**config.mk**
```make
export PLATFORM = sky130hd
export DESIGN_NAME = branch_resolve
export DESIGN_NICKNAME = d
export VERILOG_FILES = /design/src/rtl/branch_resolve.sv
export SDC_FILE = /design/constraint.sdc
export NUM_CORES = 1
export LEC_CHECK = 0
export CORE_ASPECT_RATIO = 0.9
export CORE_MARGIN = 8
export CORE_UTILIZATION = 35
export DETAILED_ROUTE_END_ITERATION = 6
export DONT_BUFFER_PORTS = 1
export PLACE_DENSITY = 0.48
export SLEW_MARGIN = 20
export SYNTH_ARGS = -nofsm -noshare
export SYNTH_HDL_FRONTEND = slang
export SYNTH_SLANG_ARGS = --single-unit
```
**constraint.sdc**
```tcl
create_clock -name clk -period 5.3 [get_ports clk]
set_clock_uncertainty 0.2 [all_clocks]
set_input_delay 1.06 -clock clk [delete_from_list [all_inputs] [get_ports clk]]
set_output_delay 1.06 -clock clk [all_outputs]
set_load 0.01 [all_outputs]
```
**src/rtl/branch_resolve.sv**
```systemverilog
// branch_resolve: execute-stage branch resolution for the RV32I pipeline.
// Decides taken/not-taken for B-type, JAL and JALR from the comparator
// flags, computes and alignment-checks the target, issues a registered PC
// redirect plus a timed flush of the wrong-path front end, and keeps
// saturating branch / taken-branch performance counters.
//
// Ports:
//   clk, rst           clock (rising edge), synchronous active-high reset
//   valid_in, stall    instruction present in EX / pipeline hold
//   is_branch/is_jal/is_jalr, funct3, pc, imm, rs1_val   decoded instruction
//   un                 to comparator: unsigned compare select (funct3[1])
//   beq, blt           from comparator: equal / less-than flags
//   redirect_valid/pc  one-cycle fetch redirect and its target
//   flush              kill younger instructions, FLUSH_CYCLES long
//   link_addr          pc+4 of the last accepted JAL/JALR
//   misaligned         pulse: taken target not 4-byte aligned
//   illegal_br         pulse: B-type with funct3 010/011
//   branch_count, taken_count   saturating performance counters
module branch_resolve #(
    parameter int XLEN         = 32,
    parameter int FLUSH_CYCLES = 2,
    parameter int CNT_W        = 32
) (
    input  logic             clk,
    input  logic             rst,
    input  logic             valid_in,
    input  logic             stall,
    input  logic             is_branch,
    input  logic             is_jal,
    input  logic             is_jalr,
    input  logic [2:0]       funct3,
    input  logic [XLEN-1:0]  pc,
    input  logic [XLEN-1:0]  imm,
    input  logic [XLEN-1:0]  rs1_val,
    output logic             un,
    input  logic             beq,
    input  logic             blt,
    output logic             redirect_valid,
    output logic [XLEN-1:0]  redirect_pc,
    output logic             flush,
    output logic [XLEN-1:0]  link_addr,
    output logic             misaligned,
    output logic             illegal_br,
    output logic [CNT_W-1:0] branch_count,
    output logic [CNT_W-1:0] taken_count
);

    // Counter wide enough to hold FLUSH_CYCLES-1.
    localparam int FC_W = (FLUSH_CYCLES > 1) ? $clog2(FLUSH_CYCLES) : 1;

    typedef enum logic [0:0] {
        IDLE  = 1'b0,
        FLUSH = 1'b1
    } state_t;

    state_t            state_r, state_next_s;
    logic [FC_W-1:0]   fcnt_r, fcnt_next_s;

    logic              redirect_valid_r, flush_r, misaligned_r, illegal_br_r;
    logic [XLEN-1:0]   redirect_pc_r, link_addr_r;
    logic [CNT_W-1:0]  branch_count_r, taken_count_r;

    logic              accept_s, op_br_s, op_jal_s, op_jalr_s;
    logic              br_taken_s, br_illegal_s, taken_s, do_redirect_s;
    logic [XLEN-1:0]   target_s;

    // Comparator select: signedness is funct3[1] regardless of validity.
    assign un = funct3[1];

    // Decode, branch condition, target computation and accept qualification.
    always_comb begin
        accept_s     = valid_in & ~stall & (state_r == IDLE);
        // Malformed flag combinations decode to no operation at all.
        op_br_s      = is_branch & ~is_jal & ~is_jalr;
        op_jal_s     = ~is_branch & is_jal & ~is_jalr;
        op_jalr_s    = ~is_branch & ~is_jal & is_jalr;
        br_taken_s   = 1'b0;
        br_illegal_s = 1'b0;
        case (funct3)
            3'b000:  br_taken_s = beq;
            3'b001:  br_taken_s = ~beq;
            3'b100:  br_taken_s = blt;
            3'b110:  br_taken_s = blt;
            3'b101:  br_taken_s = ~blt;
            3'b111:  br_taken_s = ~blt;
            default: br_illegal_s = 1'b1;
        endcase
        if (op_jalr_s) begin
            target_s = (rs1_val + imm) & {{(XLEN-1){1'b1}}, 1'b0};
        end else begin
            target_s = pc + imm;
        end
        if (op_br_s) begin
            taken_s = br_taken_s;
        end else begin
            taken_s = op_jal_s | op_jalr_s;
        end
        // Bit 0 is never set on a taken target here, so bit 1 alone decides alignment.
        do_redirect_s = accept_s & taken_s & ~target_s[1];
    end

    // Next-state logic: redirect starts a flush window of FLUSH_CYCLES cycles.
    always_comb begin
        state_next_s = state_r;
        fcnt_next_s  = fcnt_r;
        case (state_r)
            IDLE: begin
                if (do_redirect_s) begin
                    state_next_s = FLUSH;
                    fcnt_next_s  = FC_W'(FLUSH_CYCLES - 1);
                end else begin
                    state_next_s = IDLE;
                end
            end
            FLUSH: begin
                if (fcnt_r == {FC_W{1'b0}}) begin
                    state_next_s = IDLE;
                end else begin
                    fcnt_next_s = fcnt_r - FC_W'(1);
                end
            end
            default: begin
                state_next_s = IDLE;
                fcnt_next_s  = {FC_W{1'b0}};
            end
        endcase
    end

    // State register; flush is registered from the next state so it rises with redirect_valid.
    always_ff @(posedge clk) begin
        if (rst) begin
            state_r <= IDLE;
            fcnt_r  <= {FC_W{1'b0}};
            flush_r <= 1'b0;
        end else begin
            state_r <= state_next_s;
            fcnt_r  <= fcnt_next_s;
            flush_r <= (state_next_s == FLUSH);
        end
    end

    // Registered redirect, link and status pulses.
    always_ff @(posedge clk) begin
        if (rst) begin
            redirect_valid_r <= 1'b0;
            redirect_pc_r    <= {XLEN{1'b0}};
            link_addr_r      <= {XLEN{1'b0}};
            misaligned_r     <= 1'b0;
            illegal_br_r     <= 1'b0;
        end else begin
            redirect_valid_r <= do_redirect_s;
            misaligned_r     <= accept_s & taken_s & target_s[1];
            illegal_br_r     <= accept_s & op_br_s & br_illegal_s;
            if (do_redirect_s) begin
                redirect_pc_r <= target_s;
            end
            if (accept_s & (op_jal_s | op_jalr_s)) begin
                link_addr_r <= pc + XLEN'(4);
            end
        end
    end

    // Saturating performance counters for accepted and taken B-type instructions.
    always_ff @(posedge clk) begin
        if (rst) begin
            branch_count_r <= {CNT_W{1'b0}};
            taken_count_r  <= {CNT_W{1'b0}};
        end else begin
            if (accept_s & op_br_s & (branch_count_r != {CNT_W{1'b1}})) begin
                branch_count_r <= branch_count_r + CNT_W'(1);
            end
            if (accept_s & op_br_s & br_taken_s & (taken_count_r != {CNT_W{1'b1}})) begin
                taken_count_r <= taken_count_r + CNT_W'(1);
            end
        end
    end

    assign redirect_valid = redirect_valid_r;
    assign redirect_pc    = redirect_pc_r;
    assign flush          = flush_r;
    assign link_addr      = link_addr_r;
    assign misaligned     = misaligned_r;
    assign illegal_br     = illegal_br_r;
    assign branch_count   = branch_count_r;
    assign taken_count    = taken_count_r;

endmodule

```
==> results of run 1 <==
cell families after synthesis:
kind of cell	synth area share (%)
AO/OA/AOI/OAI	20.6
multiplexers	1.26
buffers and inverters	2.60
adder cells (fa/ha/maj)	9.43
flip-flops	29.9
AND/OR/NAND/NOR	23.4
XOR/XNOR	12.9
final cells by class:
cell class / count / area share (%)
clock buffers: 19 / 4.40
inverters: 21 / 0.800
flip-flops and latches: 133 / 27.0
well taps: 342 / 4.35
repair buffers: 5 / 0.381
multi-input cells: 925 / 61.3
clock inverters: 13 / 1.73
worst paths after layout:
path                  startpoint  cells past startpoint                           end
max reg2reg     flush$_SDFF_PP0_                      9  taken_count[29]$_SDFFE_PP0P_
min reg2reg  fcnt_r$_SDFFE_PP0P_                      2              flush$_SDFF_PP0_
min          fcnt_r$_SDFFE_PP0P_                      2              flush$_SDFF_PP0_
max                        pc[0]                     11  redirect_pc[30]$_SDFFE_PP0P_
critical path, cell delays in order:
cell,delay [ns]
ha_1,0.22
fa_1,0.44
a211oi_1,0.33
o21bai_1,0.14
o311a_1,0.37
o31ai_1,0.42
nand4_1,0.23
a311o_1,0.35
o31ai_1,0.26
xor2_1,0.10
a221oi_1,0.25
metrics by stage:
stage | total power, mW | utilization, % | std cells | hold WS, ns
final | 2.76 | 39.2 | 1458 | 0.261
after global routing | 2.90 | 39.2 | 1458 | 0.281
after floorplan | 1.46 | - | 1118 | 0.237
after detailed placement | 1.55 | 36.8 | 1426 | 0.245
after CTS | 2.80 | 39.2 | 1458 | 0.256
after global placement | 1.55 | 36.8 | 1426 | 0.246
power groups by stage:
stage               sequential [mW]  combinational (mW)  clock (mW)
floorplan                      1.06               0.396           0
global placement               1.07               0.475           0
detailed placement             1.07               0.475           0
CTS                            1.05               0.478        1.27
global route                   1.05               0.543        1.31
finish                         1.05               0.479        1.23
registers in the layout, summed over array words and instances, names as in the netlist:
| register | cells |
|---|---|
| branch_count | 32 |
| link_addr | 32 |
| redirect_pc | 32 |
| taken_count | 32 |
| fcnt_r | 1 |
| flush | 1 |
| illegal_br | 1 |
| misaligned | 1 |
| redirect_valid | 1 |
routing by layer:
layer	vias up	share of wire, %	global-route usage (%)
li1	4031	-	-
met1	3574	48	24.6
met2	231	41	26.4
met3	28	8.8	6.06
met4	0	2.0	5.68
met5	-	0	0
Yosys cell counts (12+ instances only):
cell | number | area [um^2]
clkbuf_1 | 36 | 135
nand4_1 | 26 | 163
xnor2_1 | 61 | 534
inv_1 | 21 | 78.8
ha_1 | 64 | 801
nor3_1 | 26 | 130
a21o_1 | 24 | 180
nand3_1 | 47 | 235
or3_1 | 14 | 87.6
and4_1 | 15 | 131
o21ai_0 | 53 | 265
xor2_1 | 70 | 613
nand2_1 | 91 | 342
dfxtp_1 | 133 | 2660
a21oi_1 | 81 | 405
a211oi_1 | 45 | 338
and3_1 | 12 | 75.1
nor2_1 | 166 | 623
==> flow_summary.ini, run 1 <==
[outcome]
status = completed

[drt]
first_pass_iters = 5
drc = 0
drtIter0Drc = 459
vias = 7864
ant_nets = 0
wire_per_inst_um = 19.5
vias_per_cell = 5.39
wirelength_mm = 28.4

[cts]
cts_buffers = 17
cts_num_sinks = 133
htree_levels = 4
cts.path.max_buffers = 2
cts_tree = built
clk_latency_ns = 0.41
cts_resized = 0
holdBufCountCts = 0
cts_root_buf = clkbuf_16
path_clk_slew_ns = 0.07
postCtsSetupRepairBufs = 0

[timing]
rsz0062_at_grt = no
hold_viol = 0
final-setup-viol-count = 0
final.setup.worst_slack_ns = 1.25
max_freq_ghz = 0.247
fin_setup_tns_ns = 0
layout_min_cycle_time_ns = 4.05
relSlewSlack_pct = 54.6
tightestPinTransition_ns = 0.680
slew_viol_final = 0
finalCritPeriodShare_pct = 76.4

[global_routing]
grt_overflow = 0
grt_util_all_layers_pct = 18.1
grt_max_degree = 134
antenna_found_initial = 0
grt_pass1_vias = 7595
grt_pass1_wl_mm = 44.4

[cells_and_area]
layout_commonest_cell = nor2_1
final_cell_mix = 166 x nor2_1, 133 x dfxtp_1, 91 x nand2_1, 81 x a21oi_1, 70 x xor2_1
seq_area_um2 = 2660
drive_gt1_share_pct = 4.93
stdcell_area_um2 = 9850
diodes = 0
fill_cells = 2605
syn2layout_area_growth_pct = 10.5
layout.nets = 1277
multi_input_area_um2 = 6040

[worst_setup_path]
cp-start-kind = input pin
critical_path_class = in2reg
critPathMaxFanout = 4
critPathCaptureType = register
arrival_ns = 4.18
required_ns = 5.43
rrSetupSlack_ns = 1.99

[power_and_ir_drop]
irDropWorstVdd_v = 0.000208
power.share.sequential_pct = 38.0
leakagePower_nw = 3.64
powerDensity_nw_per_um2 = 280
power_switching_mw = 0.783
swShare_pct = 28.4
p_comb_share_pct = 17.4
p_int_mw = 1.97
p_clk_share_pct = 44.6

[synth]
yosysSeqAreaShare_pct = 29.9
postSynthCellCount = 1118
async_reset_ff_share_pct = 0
ys_warn_count = 0
syn_area_um2 = 8920
syn_nets = 1292
synth_cell_types = 68
ys_ff_latch = 133
synth_edf_count = 0
syn_avg_cell_area_um2 = 7.98
ys.flop_type = dfxtp_1

[die]
rows = 55
fp.dieArea_um2 = 30800
num_io_pins = 241
start_util_pct = 35.5
die_w_um = 184
die_h_um = 167
coreArea_um2 = 25100

[placement]
place_area_um2 = 9250
io_buffers = 0
gp_congestion = 0.830
pre_cts_ws_ns = 0.784
dp_hpwl_mm = 22.3

[worst_hold_path]
hp-class = reg2reg

[flow_run]
maxCapViolCount = 0
Power figures use the tool's default switching activity.
==> run 2, diff against run 1 <==
Clock period 5.3 ns to 3.9 ns, I/O delays scaled along.
==> flow_summary.ini, run 2 (synthesized netlist as in run 1, its figures left out) <==
[timing]
final.setup.worst_slack_ns = 0.349
hold_viol = 0
final-setup-viol-count = 0
fin_setup_tns_ns = 0
max_freq_ghz = 0.282
rsz0062_at_grt = no
slew_viol_final = 0
finalCritPeriodShare_pct = 91.1
relSlewSlack_pct = 60.6
layout_min_cycle_time_ns = 3.55
tightestPinTransition_ns = 0.586

[cts]
cts_tree = built
path_clk_slew_ns = 0.07
cts_resized = 0
clk_latency_ns = 0.42
cts_num_sinks = 133
holdBufCountCts = 0
htree_levels = 4
cts_root_buf = clkbuf_16
cts.path.max_buffers = 2
postCtsSetupRepairBufs = 0
cts_buffers = 17

[global_routing]
grt_overflow = 0
antenna_found_initial = 0
grt_max_degree = 134
grt_util_all_layers_pct = 17.8
grt_pass1_vias = 7513
grt_pass1_wl_mm = 43.6

[placement]
gp_congestion = 0.849
dp.cells = 1438
pre_cts_ws_ns = -0.0782
io_buffers = 0
place_area_um2 = 9350
dp_hpwl_mm = 22.2

[cells_and_area]
final_cell_mix = 166 x nor2_1, 133 x dfxtp_1, 91 x nand2_1, 81 x a21oi_1, 70 x xor2_1
syn2layout_area_growth_pct = 11.8
layout.nets = 1289
stdcell_count = 1470
diodes = 0
multi_input_area_um2 = 6040
seq_area_um2 = 2660
stdcell_area_um2 = 9970
fill_cells = 2634
drive_gt1_share_pct = 6.12
layout_commonest_cell = nor2_1

[die]
coreArea_um2 = 25100
die_w_um = 184
start_util_pct = 35.5
num_io_pins = 241
die_h_um = 167
fp.dieArea_um2 = 30800
rows = 55

[power_and_ir_drop]
powerDensity_nw_per_um2 = 380
p_comb_share_pct = 17.3
finalPower_mw = 3.79
p_clk_share_pct = 45.2
irDropWorstVdd_v = 0.000295
leakagePower_nw = 3.72
swShare_pct = 28.8
power.share.sequential_pct = 37.6
power_switching_mw = 1.09
p_int_mw = 2.70

[drt]
vias = 7866
vias_per_cell = 5.35
first_pass_iters = 5
drc = 0
drtIter0Drc = 518
ant_nets = 0
wirelength_mm = 28.2
wire_per_inst_um = 19.2

[outcome]
status = completed

[worst_setup_path]
path_buf_inv = 1
cp_top_family = compound AO/OA/AOI/OAI gates
crit_top_cell = o31ai_1
arrival_ns = 3.68
crit_path_max_incr_delay_ns = 0.41
critical_path_class = in2reg
path_cells = ha_1 -> fa_1 -> a211oi_1 -> o21bai_1 -> o311a_1 -> o31ai_1 -> buf_4 -> nand4_1 -> a311o_1 -> o31ai_1 -> xor2_1 -> a221oi_1
crit_slowest_cell = fa_1
critPathMaxFanout = 3
required_ns = 4.03
critPathCaptureType = register
cp-start-kind = input pin
rrSetupSlack_ns = 0.71

[worst_hold_path]
hp-class = in2reg

[flow_run]
maxCapViolCount = 0
run 2: final timing paths:
check                                    startpoint                      endpoint  cells after the start
worst max-delay path                          pc[0]  redirect_pc[30]$_SDFFE_PP0P_                     12
worst min-delay path                      funct3[2]         illegal_br$_SDFF_PP0_                      1
worst max register to register     flush$_SDFF_PP0_  taken_count[31]$_SDFFE_PP0P_                      9
worst min register to register  fcnt_r$_SDFFE_PP0P_              flush$_SDFF_PP0_                      2
run 2: power groups by stage:
stage          logic [mW]  clock network, mW  registers [mW]
2_1_floorplan       0.539                  0            1.44
3_3_place_gp        0.654                  0            1.46
3_5_place_dp        0.651                  0            1.46
4_1_cts             0.655               1.77            1.42
5_1_grt             0.738               1.82            1.43
6_report            0.655               1.71            1.42
run 2: metrics by stage:
step	util (%)	hold WS (ns)
2_1_floorplan	-	0.237
3_3_place_gp	37.2	0.274
3_5_place_dp	37.2	0.262
4_1_cts	39.7	0.209
5_1_grt	39.7	0.213
6_report	39.7	0.229
run 2: final cells by class:
cell class	count	area share, %
clock buffer	17	4.27
clock inverter	15	1.96
inverter	21	0.791
multi-input combinational	925	60.6
sequential	133	26.7
tap	342	4.29
timing repair buffer	17	1.41
run 2: metal layers:
layer  track usage [%]  routed length, um  vias up  share of wire [%]
li1                  -                  -     4050                  -
met1              23.8              13200     3596                 47
met2              27.4              12100      203                 43
met3              5.56               2580       17                9.1
met4              4.24                311        0                1.1
met5                 0                  0        -                  0
==> run 3, diff against run 2 <==
Settings changed: ABC_AREA set to 1.
==> flow_summary.ini, run 3 <==
[power_and_ir_drop]
leakagePower_nw = 6.45
irDropWorstVdd_v = 0.000286
powerDensity_nw_per_um2 = 304

[global_routing]
grt_pass1_vias = 11800
grt_max_degree = 72
grt_util_all_layers_pct = 22.2
antenna_found_initial = 2
grt_overflow = 0
grt_pass1_wl_mm = 69.2

[cells_and_area]
stdcell_area_um2 = 13000
layout.nets = 2266
stdcell_count = 2566
layout_commonest_cell = nand2_1
final_cell_mix = 710 x nand2_1, 329 x inv_1, 246 x nor2_1, 157 x nand3_1, 133 x dfxtp_1
diodes = 0
syn2layout_area_growth_pct = 8.33
drive_gt1_share_pct = 3.85

[synth]
synth_top_family_by_area = simple AND/OR/NAND/NOR gates
synthSimpleGateAreaFrac_pct = 44.7
synthMuxAreaShare_pct = 0.167
yosysSeqAreaShare_pct = 22.3
syn_avg_cell_area_um2 = 5.68
syn_area_um2 = 12000
syn_nets = 2281
ys.flop_type = dfxtp_1
yosysMostFrequentCell = nand2_1
synth_xor_area_share_pct = 3.52
synth_edf_count = 0
yosysTopAreaCell = nand2_1
async_reset_ff_share_pct = 0
synth_cell_types = 50
ys_warn_count = 0
synth-compound-area-share_pct = 9.64
synth_top_area_share_pct = 22.3
ys_ff_latch = 133
postSynthCellCount = 2107
synth_fa_ha_area_share_pct = 7.03
ys_top_cells_by_area = nand2_1 22%, dfxtp_1 22%, inv_1 10%
synthTopCellsByCount = 710 x nand2_1, 329 x inv_1, 246 x nor2_1

[placement]
pre_cts_ws_ns = 0.691
place_area_um2 = 12400
gp_congestion = 0.885
io_buffers = 0
dp.cells = 2535
dp_hpwl_mm = 37.7

[timing]
tightestPinTransition_ns = 0.698
slew_viol_final = 0
final-setup-viol-count = 0
relSlewSlack_pct = 53.5
rsz0062_at_grt = no
layout_min_cycle_time_ns = 2.93
final.setup.worst_slack_ns = 0.973
fin_setup_tns_ns = 0
max_freq_ghz = 0.342
hold_viol = 0
finalCritPeriodShare_pct = 75.0

[worst_setup_path]
path_cells = ha_1 -> nand2_1 -> nor2_1 -> nand2_1 -> nor2_2 -> nand2_1 -> nand2_2 -> inv_2 -> nand2_1 -> inv_1 -> nand2_1 -> xor2_1 -> nor2_1
critical_path_class = reg2reg
critPathCaptureType = register
cp-start-kind = register
crit_slowest_cell = dfxtp_1
arrival_ns = 3.07
r2r_cells = 13
critPathMaxFanout = 23
rrSetupSlack_ns = 0.97
required_ns = 4.04
crit_path_max_incr_delay_ns = 0.48
crit_top_cell = nand2_1

[outcome]
status = completed

[drt]
drtIter0Drc = 791
first_pass_iters = 5
ant_nets = 0
wire_per_inst_um = 17.7
vias_per_cell = 4.95
drc = 0
vias = 12700
wirelength_mm = 45.5

[die]
die_w_um = 211
rows = 64
die_h_um = 191
start_util_pct = 35.4
fp.dieArea_um2 = 40300
num_io_pins = 241
coreArea_um2 = 33800

[cts]
clk_latency_ns = 0.45
cts_tree = built
htree_levels = 4
cts_num_sinks = 133
holdBufCountCts = 0
postCtsSetupRepairBufs = 0
cts_buffers = 17
path_clk_slew_ns = 0.07
cts_resized = 0
cts_root_buf = clkbuf_16
cts.path.max_buffers = 2

[worst_hold_path]
hp-class = in2reg
min_path_cells = 1

[flow_run]
maxCapViolCount = 0
## run 3: final timing paths
path | startpoint | end
worst max register to register | branch_count[1]$_SDFFE_PP0P_ | branch_count[13]$_SDFFE_PP0P_
worst min register to register | fcnt_r$_SDFFE_PP0P_ | flush$_SDFF_PP0_
worst max-delay path | branch_count[1]$_SDFFE_PP0P_ | branch_count[13]$_SDFFE_PP0P_
worst min-delay path | rst | taken_count[11]$_SDFFE_PP0P_
## run 3: logic make-up after synthesis
kind of cell,Yosys count
mux,2
simple gates,1265
compound gates,210
flops,133
xor+xnor,48
fa+ha+maj,66
buf+inv,383
## run 3: cell type report
cell class / instances / area (um^2)
tap: 462 / 578
inverter: 339 / 1270
clock buffer: 19 / 443
multi-input combinational: 1591 / 7780
fill: 3860 / 20800
timing repair buffer: 10 / 87.6
sequential: 133 / 2660
clock inverter: 12 / 130
## run 3: critical path: cells and delay by family, from the launching register on
kind	cells	cell delay [ns]
buf+inv	2	0.36
flops	1	0.48
fa+ha+maj	1	0.25
simple gates	9	1.39
xor+xnor	1	0.15
## run 3: routing by layer
layer	GRT usage [%]	wire length [um]	up-vias
li1	-	-	6641
met1	26.5	19800	5676
met2	37.8	21000	333
met3	6.59	3400	53
met4	7.64	1250	4
met5	0	27	-
## run 3: power breakdown
part           switching, mW  total [mW]  internal, mW
Combinational          0.590       0.877         0.287
Sequential            0.0353        1.42          1.38
Clock                  0.681        1.64         0.954
Total                   1.31        3.93          2.63
## run 3: per-stage QoR
step	hold slack [ns]	util (%)	total power, mW
after floorplan	0.236	-	2.10
after global placement	0.256	36.6	2.32
after detailed placement	0.248	36.6	2.33
after CTS	0.179	38.3	3.98
after global routing	0.174	38.3	4.17
final	0.206	38.3	3.93
